==> src/rtl/pea_pkg.sv <==
// Shared types and default widths for the execute-stage accumulation counter.
// Global PEA state, per-channel phase encoding, counter widths.
package pea_pkg;

  localparam int N_BITS_TC_REG    = 8;
  localparam int N_BITS_START_REG = 4;
  localparam int NBIT_II          = 4;

  typedef enum logic [1:0] {
    IDLE   = 2'd0,
    CONFIG = 2'd1,
    EXEC   = 2'd2
  } state_t;

  typedef enum logic [1:0] {
    DELAY = 2'd0,
    RUN   = 2'd1,
    DONE  = 2'd2
  } acc_phase_t;

endpackage

==> src/rtl/acc_counter_ch.sv <==
// One accumulation channel: start delay, II divider and trip counter.
// Count changes reg_start+reg_II+3 cycles after activation, then every reg_II+1 cycles.
module acc_counter_ch
  import pea_pkg::*;
#(
  parameter int TC_W    = N_BITS_TC_REG,
  parameter int START_W = N_BITS_START_REG,
  parameter int II_W    = NBIT_II
) (
  input  logic               clk_i,
  input  logic               rst_i,
  input  logic               active_i,
  input  logic               stall_i,
  input  logic               clr_i,
  input  logic               mode_i,
  input  logic [START_W-1:0] reg_start_i,
  input  logic [II_W-1:0]    reg_ii_i,
  input  logic [TC_W-1:0]    reg_tc_i,
  output logic               tick_o,
  output logic [TC_W-1:0]    count_o,
  output logic               end_o,
  output logic               end_d1_o,
  output logic               done_o
);

  acc_phase_t         phase_q;
  logic [START_W-1:0] start_q;
  logic [II_W-1:0]    ii_q;
  logic               tick_q;
  logic [TC_W-1:0]    count_q;
  logic               end_d1_q;

  assign tick_o   = tick_q & ~stall_i;
  assign count_o  = count_q;
  assign end_o    = (count_q == reg_tc_i);
  assign end_d1_o = end_d1_q;
  assign done_o   = (phase_q == DONE);

  always_ff @(posedge clk_i) begin
    if (rst_i) begin
      phase_q  <= DELAY;
      start_q  <= '0;
      ii_q     <= '0;
      tick_q   <= 1'b0;
      count_q  <= '0;
      end_d1_q <= 1'b0;
    end else if (clr_i) begin
      phase_q  <= DELAY;
      start_q  <= '0;
      ii_q     <= '0;
      tick_q   <= 1'b0;
      count_q  <= '0;
      end_d1_q <= end_o;
    end else if (stall_i) begin
      end_d1_q <= end_d1_q;
    end else if (!active_i) begin
      // count survives deactivation so a re-entered stream resumes where it was
      phase_q  <= DELAY;
      start_q  <= '0;
      ii_q     <= '0;
      tick_q   <= 1'b0;
      end_d1_q <= end_o;
    end else begin
      end_d1_q <= end_o;
      case (phase_q)
        DELAY: begin
          if (start_q == reg_start_i) begin
            phase_q <= RUN;
            start_q <= '0;
          end else begin
            start_q <= start_q + 1'b1;
          end
        end
        RUN: begin
          ii_q   <= (ii_q == reg_ii_i) ? '0 : ii_q + 1'b1;
          tick_q <= (ii_q == reg_ii_i);
          if (tick_q) begin
            if (count_q != reg_tc_i) begin
              count_q <= count_q + 1'b1;
            end else if (!mode_i) begin
              count_q <= '0;
            end else begin
              phase_q <= DONE;
              tick_q  <= 1'b0;
              ii_q    <= '0;
            end
          end
        end
        DONE: begin
          tick_q <= 1'b0;
        end
        default: begin
          phase_q <= DELAY;
        end
      endcase
    end
  end

endmodule

==> src/rtl/accumulation_counter_mc.sv <==
// N_CH independent accumulation counters sharing global state and stall.
// all_done_o asserts once every enabled channel has finished its one-shot run.
module accumulation_counter_mc
  import pea_pkg::*;
#(
  parameter int N_CH    = 4,
  parameter int TC_W    = N_BITS_TC_REG,
  parameter int START_W = N_BITS_START_REG,
  parameter int II_W    = NBIT_II
) (
  input  logic                    clk_i,
  input  logic                    rst_i,
  input  state_t                  state_i,
  input  logic [N_CH-1:0]         ch_en_i,
  input  logic [N_CH-1:0]         mode_i,
  input  logic                    stall_i,
  input  logic [N_CH-1:0]         clr_i,
  input  logic [N_CH*START_W-1:0] reg_start_i,
  input  logic [N_CH*II_W-1:0]    reg_II_i,
  input  logic [N_CH*TC_W-1:0]    reg_tc_i,
  output logic [N_CH-1:0]         tick_o,
  output logic [N_CH*TC_W-1:0]    count_o,
  output logic [N_CH-1:0]         end_o,
  output logic [N_CH-1:0]         end_d1_o,
  output logic [N_CH-1:0]         done_o,
  output logic                    all_done_o
);

  logic exec_w;

  assign exec_w = (state_i == EXEC);

  for (genvar c = 0; c < N_CH; c++) begin : g_ch
    acc_counter_ch #(
      .TC_W    (TC_W),
      .START_W (START_W),
      .II_W    (II_W)
    ) u_ch (
      .clk_i       (clk_i),
      .rst_i       (rst_i),
      .active_i    (exec_w & ch_en_i[c]),
      .stall_i     (stall_i),
      .clr_i       (clr_i[c]),
      .mode_i      (mode_i[c]),
      .reg_start_i (reg_start_i[c*START_W +: START_W]),
      .reg_ii_i    (reg_II_i[c*II_W +: II_W]),
      .reg_tc_i    (reg_tc_i[c*TC_W +: TC_W]),
      .tick_o      (tick_o[c]),
      .count_o     (count_o[c*TC_W +: TC_W]),
      .end_o       (end_o[c]),
      .end_d1_o    (end_d1_o[c]),
      .done_o      (done_o[c])
    );
  end

  // disabled channels never block completion
  assign all_done_o = &(done_o | ~ch_en_i);

endmodule

==> config.mk <==
export PLATFORM = sky130hd
export DESIGN_NAME = accumulation_counter_mc
export DESIGN_NICKNAME = d
export VERILOG_FILES = /design/src/rtl/pea_pkg.sv /design/src/rtl/acc_counter_ch.sv /design/src/rtl/accumulation_counter_mc.sv
export SDC_FILE = /design/constraint.sdc
export NUM_CORES = 1
export LEC_CHECK = 0
export ABC_AREA = 1
export BUFFER_PORTS_ARGS = -buffer_cell sky130_fd_sc_hd__buf_2
export CORE_UTILIZATION = 50
export CTS_CLUSTER_SIZE = 12
export DETAILED_ROUTE_END_ITERATION = 16
export GPL_TIMING_DRIVEN = 0
export PLACE_DENSITY = 0.73
export REMOVE_ABC_BUFFERS = 1
export SETUP_SLACK_MARGIN = 0.2
export SLEW_MARGIN = 20
export SYNTH_ARGS = -nofsm -noshare
export SYNTH_HDL_FRONTEND = slang
export SYNTH_HIERARCHICAL = 1
export SYNTH_SLANG_ARGS = --single-unit
==> constraint.sdc <==
create_clock -name clk_i -period 2.7 [get_ports clk_i]
set_clock_uncertainty 0.1 [all_clocks]
set_input_delay 0.135 -clock clk_i [delete_from_list [all_inputs] [get_ports clk_i]]
set_output_delay 0.135 -clock clk_i [all_outputs]
set_load 0.005 [all_outputs]
==> flow_summary.yaml, run 1 <==
status:
  status: "finished clean"
worst_setup_path:
  crit_top_cell: "nand2_1"
  cp_top_family: "simple AND/OR/NAND/NOR gates"
  crit_type: "flop to primary output"
  max_stage_delay_ns: 0.48
  critPathSlowestCell: "dfxtp_1"
  cp-start-kind: "flop"
  critPathMaxFanout: 10
  crit_arrival_ns: 1.58
  critPathRequiredTime_ns: 2.47
  critPathCaptureType: "primary output"
  path_cells: "inv_1 > nand2_1 > nand2_1 > nor2_1 > nand2_2 > nor2_8 > buf_2"
  path_buf_inv: 2
layout:
  area_growth_pct: 19.0
  drive_gt1_share_pct: 20.7
  finalNetCount: 1082
  diodes: 0
  multi_input_area_um2: 3340
  fill_cells: 1039
  seq_area_um2: 1600
  fin_cells: 1129
detailed_routing:
  drt_iter0_drc: 176
  ant_nets: 0
  wire_per_inst_um: 10.3
  via_per_inst: 4.74
  drt_first_pass_iters: 4
  via_count: 5349
  wirelength_mm: 11.6
  drc: 0
grt:
  grt_use_met1_pct: 27.0
  grt_pass1_wl_mm: 19.7
  gr-max-usage-layer: "met2"
  grtUsageTotal_pct: 21.1
  grt_max_degree: 13
  antenna_found_initial: 0
  grt_pass1_vias: 4655
  grt_remaining_overflow: 0
  grt_use_met2_pct: 36.0
  met3_usage_pct: 4.60
floorplanning:
  num_rows: 37
  fp.dieH_um: 106
  core_um2: 10500
  die_w_um: 106
  boundaryPins: 130
  start_util_pct: 52.1
  dieArea_um2: 11300
sta:
  slew_violations: 0
  min_period_ns: 1.81
  hold_viol: 0
  fin_setup_tns_ns: 0
  max_freq_mhz: 551
  period_share_pct: 67.2
  rsz0062_at_grt: "false"
  tightest_slew_ns: 0.573
  worst_slack_ns: 0.885
  timing.slew.headroom_pct: 61.7
  setup_viol: 0
placed_design:
  hpwl_mm: 9.06
  dp_worst_setup_slack_ns: 0.656
  gp_congestion: 0.862
  io_buffers: 129
  numPlacedInstances: 1110
logic_synthesis:
  ys_warn_count: 6
  synth-seq-cells: 80
  netlist_instances: 849
  yosysUniqueCellTypes: 26
  syn_area_per_cell_um2: 6.42
  synth_seq_area_share_pct: 29.4
  syn_area_um2: 5450
pwr:
  p_per_area_nw_per_um2: 375
  ir_drop_v: 0.000294
  p_leak_nw: 3.12
cts:
  cts.clk_slew.worst_paths_ns: 0.08
  cts_tree: "done"
  post_cts_buffers: 0
  root_buffer: "clkbuf_8"
  clk_path_buf_depth: 2
  cts.sinks: 80
  htree_levels: 3
  numCtsBuffers: 9
  clock_latency_ns: 0.34
worst_hold_path:
  min_path_type: "primary input to flop"
run:
  cap_violations: 0
## repair_timing
| item | 4_1_cts | 5_1_grt |
|---|---|---|
| resized for setup | 0 | 0 |
| hold buffers | 4 | 0 |
| hold endpoints to repair | 4 | 0 |
| endpoints found under the setup margin | 0 | 0 |
## worst paths after layout
kind,start,to,slack [ns],cells past startpoint
worst max-delay path,g_ch[2].u_ch/count_o[0],end_o[2],0.89,7
worst min-delay path,rst_i,g_ch[2].u_ch/end_d1_o,0.02,2
worst max register to register,g_ch[0].u_ch/count_o[5],g_ch[0].u_ch/count_o[2],1.01,11
worst min register to register,g_ch[1].u_ch/end_d1_o,g_ch[1].u_ch/end_d1_o,0.39,2
## Yosys cell counts (all sizes together)
| master | count | area (um2) |
|---|---|---|
| nand3 | 28 | 190 |
| clkinv | 4 | 15.0 |
| or2 | 8 | 50.1 |
| nor2 | 117 | 524 |
| a211oi | 4 | 30.0 |
| nor3 | 8 | 40.0 |
| o21ai | 32 | 160 |
| o2111ai | 4 | 35.0 |
| nor3b | 8 | 60.1 |
| xor2 | 44 | 385 |
| dfxtp | 80 | 1600 |
| ha | 12 | 150 |
| xnor2 | 16 | 140 |
| buf | 4 | 20.0 |
| inv | 125 | 469 |
| a21oi | 68 | 370 |
| nand2 | 271 | 1110 |
| nand4 | 16 | 100 |
## layer usage
metal / part of all wire (%) / wire length (um)
met1: 48 / 5630
met2: 45 / 5230
met5: 0 / 0
met4: 0.94 / 109
met3: 5.5 / 637
## through the flow
stage / hold slack (ns) / cell area [um2] / utilization, % / power, W
2_1_floorplan: 0.113 / 5430 / - / 0.00141
3_3_place_gp: 0.336 / 6240 / 59.7 / 0.00153
3_5_place_dp: 0.349 / 6240 / 59.7 / 0.00153
4_1_cts: 0.000929 / 6490 / 62.0 / 0.00247
5_1_grt: 0.0184 / 6490 / 62.0 / 0.00256
6_report: 0.0218 / 6490 / 62.0 / 0.00243
## cells in the final DEF (no fill, tap or decap), types with 8 or more instances in the layout
cell	count
nor2_1	105
nand3_1	24
xor2_1	44
nand2_2	12
xnor2_1	16
inv_1	113
nor2_2	8
nand2_1	251
clkbuf_8	9
nor3_1	8
nand2_4	8
nor3b_1	8
o21ai_0	28
a21oi_2	8
or2_2	8
dfxtp_1	80
nand4_1	16
buf_2	129
a21oi_1	60
ha_1	12
inv_2	12
## registers in the layout (all words and copies together), names as in the netlist
signal and count:
g_ch.u_ch/count_o 32, g_ch.u_ch/ii_q 16, g_ch.u_ch/start_q 16, g_ch.u_ch/phase_q 8, g_ch.u_ch/end_d1_o 4, g_ch.u_ch/tick_q 4
## power breakdown
part | total, W | internal (W) | switching [W]
Sequential | 0.00120 | 0.00119 | 0.0000123
Clock | 0.000919 | 0.000514 | 0.000405
Combinational | 0.000307 | 0.000127 | 0.000179
Total | 0.00243 | 0.00183 | 0.000597
## cells by family (layout without fill, tap and decap cells)
| group | count (synthesis) | after routing | synth area share, % |
|---|---|---|---|
| and+or+nand+nor | 456 | 456 | 38.0 |
| AOI/OAI and AO/OA | 108 | 108 | 10.9 |
| xor gates and xnor gates | 60 | 60 | 9.64 |
| buffers and inverters | 133 | 277 | 9.25 |
| DFF | 80 | 80 | 29.4 |
| adders and majority gates | 12 | 12 | 2.76 |
## layout make-up
cell class,instances,share of cell area [%]
Multi-Input combinational cell,636,51.5
Sequential cell,80,24.7
Timing Repair Buffer,133,10.6
Inverter,129,7.47
Tap cell,136,2.62
Clock buffer,11,2.03
Clock inverter,4,1.08
Note: power is estimated with default switching activity, not from simulation.
==> run 2: changes to the inputs <==
--- a/config.mk
+++ b/config.mk
@@ -7,11 +7,11 @@
 export LEC_CHECK = 0
 export ABC_AREA = 1
 export BUFFER_PORTS_ARGS = -buffer_cell sky130_fd_sc_hd__buf_2
-export CORE_UTILIZATION = 50
+export CORE_UTILIZATION = 49
 export CTS_CLUSTER_SIZE = 12
 export DETAILED_ROUTE_END_ITERATION = 16
 export GPL_TIMING_DRIVEN = 0
-export PLACE_DENSITY = 0.73
+export PLACE_DENSITY = 0.75
 export REMOVE_ABC_BUFFERS = 1
 export SETUP_SLACK_MARGIN = 0.2
 export SLEW_MARGIN = 20
==> constraint.sdc (replaced) <==
create_clock -name clk_i -period 1.55 [get_ports clk_i]
set_clock_uncertainty 0.1 [all_clocks]
set_input_delay 0.0775 -clock clk_i [delete_from_list [all_inputs] [get_ports clk_i]]
set_output_delay 0.0775 -clock clk_i [all_outputs]
set_load 0.005 [all_outputs]
==> run 2 against run 1 <==
Net effect:
- the run now ends with setup timing left
- power increased by 89%
- final area up 25%
- global-route usage grew 3.4 points
- sequential power rose by 71%
- count of clock-buffer cells in the layout up 1
- via count rose by 13%
- hold slack better by 0.0073 ns
- die area is 2.0% higher
- final cell count is 6.6% higher
- utilization rose by 13 points
==> flow_summary.yaml, run 2 (same netlist as run 1, synthesis figures left out) <==
worst_setup_path:
  critPathRequiredTime_ns: 1.67
  critPathSlowestCell: "dfxtp_4"
  cp-startpoint: "g_ch[3].u_ch/count_o[4]"
  reg2reg_depth: 11
  r2r-start: "g_ch[3].u_ch/count_o[4]"
  r2r_slack_ns: -0.09
  cp_top_family: "simple AND/OR/NAND/NOR gates"
  max_stage_delay_ns: 0.37
  path_cells: "inv_2 > nand2_1 > nand2_1 > nor2_2 > nand2_2 > nor2_8 > nand2_4 > nand2_8 > clkinv_8 > nand2_4 > a21oi_2"
  crit_type: "flop to flop"
  reg2reg_to: "g_ch[3].u_ch/count_o[4]"
  critPathCaptureType: "flop"
  critPathMaxFanout: 8
  path_buf_inv: 2
  cp-start-kind: "flop"
  crit_arrival_ns: 1.75
floorplanning:
  boundaryPins: 130
  die_w_um: 107
  dieArea_um2: 11500
  num_rows: 38
  start_util_pct: 50.3
  fp.dieH_um: 107
  core_um2: 10800
detailed_routing:
  drt_first_pass_iters: 4
  via_count: 6026
  via_per_inst: 5.01
  drt_iter0_drc: 286
  wirelength_mm: 15.3
  drc: 0
  ant_nets: 0
  wire_per_inst_um: 12.7
status:
  violations: "setup timing"
  status: "complete, but fails checks"
layout:
  seq_area_um2: 1740
  area_growth_pct: 48.9
  diodes: 0
  fill_cells: 831
  finalNetCount: 1152
  mostFrequentLayoutCells: "nand2_1 (196), buf_2 (125), inv_1 (87)"
  layout_commonest_cell: "nand2_1"
  drive_gt1_share_pct: 47.9
  largest_register_ffs: 32
  final_util_pct: 74.8
  multi_input_area_um2: 4140
sta:
  min_period_ns: 1.64
  timing.slew.headroom_pct: 55.1
  worst_slack_ns: -0.0887
  tightest_slew_ns: 0.671
  rsz0062_at_grt: "true"
  max_freq_mhz: 610
  slew_violations: 0
  setup_viol: 25
  period_share_pct: 106
  hold_viol: 0
cts:
  cts.clk_slew.worst_paths_ns: 0.08
  htree_levels: 3
  numCtsBuffers: 9
  cts_tree: "done"
  root_buffer: "clkbuf_8"
  clk_path_buf_depth: 2
  cts.sinks: 80
  clock_latency_ns: 0.34
pwr:
  ir_drop_v: 0.000443
  p_per_area_nw_per_um2: 566
  p_leak_nw: 3.77
  fin_total_pwr_w: 0.00459
run:
  cap_violations: 0
worst_hold_path:
  min_from: "clr_i[0]"
  holdPathStages: 4
  min_path_type: "primary input to flop"
  whs_endpoint: "g_ch[0].u_ch/phase_q[0]"
grt:
  grtUsageTotal_pct: 24.5
  antenna_found_initial: 0
  grt_pass1_wl_mm: 23.1
  grt_pass1_vias: 5313
  grt_max_degree: 13
  grt_remaining_overflow: 0
placed_design:
  hpwl_mm: 9.31
  io_buffers: 129
  gp_congestion: 0.834
==> run 2: cell types whose count changed in the layout (fill, tap and decap cells not counted), sizes merged <==
cell	before	now
inv	125	124
clkinv	6	5
clkbuf	11	12
bufinv	2	3
dlygate4sd3	4	6
buf	129	197
==> run 2: worst reg2reg max path, stage by stage, from the launching register on <==
cell	delay, ns
dfxtp_4	0.37
inv_2	0.04
nand2_1	0.05
nand2_1	0.07
nor2_2	0.12
nand2_2	0.09
nor2_8	0.21
nand2_4	0.11
nand2_8	0.13
clkinv_8	0.09
nand2_4	0.08
a21oi_2	0.05
==> run 2: final cells by class <==
class / instances / share of cell area [%]
inverter: 129 / 6.59
clock buffer: 12 / 1.79
sequential: 80 / 21.5
multi-input combinational: 636 / 51.1
clock inverter: 3 / 1.11
tap: 140 / 2.16
timing repair buffer: 203 / 15.8
==> run 2: power by group <==
group,internal [W],switching [W]
clock,0.00111,0.000750
sequential,0.00202,0.0000282
combinational,0.000288,0.000395
total,0.00342,0.00117
==> run 2: worst max-delay path by stage <==
stage / cells past startpoint / slack, ns / endpoint
after global routing: 11 / -0.17 / g_ch[3].u_ch/count_o[4]
after CTS: 7 / -0.02 / end_o[2]
after global placement: 12 / -0.44 / g_ch[0].u_ch/count_o[2]
after floorplan: 11 / 0.06 / g_ch[0].u_ch/phase_q[0]
final: 11 / -0.09 / g_ch[3].u_ch/count_o[4]
after detailed placement: 12 / -0.44 / g_ch[0].u_ch/count_o[4]
==> run 2: per-layer routing <==
layer,wire length [um],vias up,part of all wire (%),GRT usage [%]
li1,-,3088,-,-
met2,7950,137,52,44.1
met4,250,0,1.6,7.34
met5,0,-,0,0
met3,585,23,3.8,3.45
met1,6500,2778,43,30.2
==> run 2: what timing repair did <==
item,4_1_cts,5_1_grt
endpoints found under the hold margin,5,0
pin swaps,49,68
resized for setup,180,171
buffers inserted,42,26
setup endpoints to repair,88,87
hold buffers,6,0
==> run 2: through the flow <==
| step | instances | worst slack [ns] | setup TNS [ns] | area, um2 | hold WS (ns) |
|---|---|---|---|---|---|
| after floorplan | 845 | 0.0600 | 0 | 5430 | 0.0560 |
| after global placement | 1114 | -0.438 | -18.70 | 6250 | 0.277 |
| after detailed placement | 1114 | -0.443 | -19.50 | 6250 | 0.285 |
| after CTS | 1177 | -0.0173 | -0.101 | 7350 | 0.00952 |
| after global routing | 1203 | -0.166 | -4.75 | 8110 | 0.0428 |
| final | 1203 | -0.0887 | -0.908 | 8110 | 0.0291 |
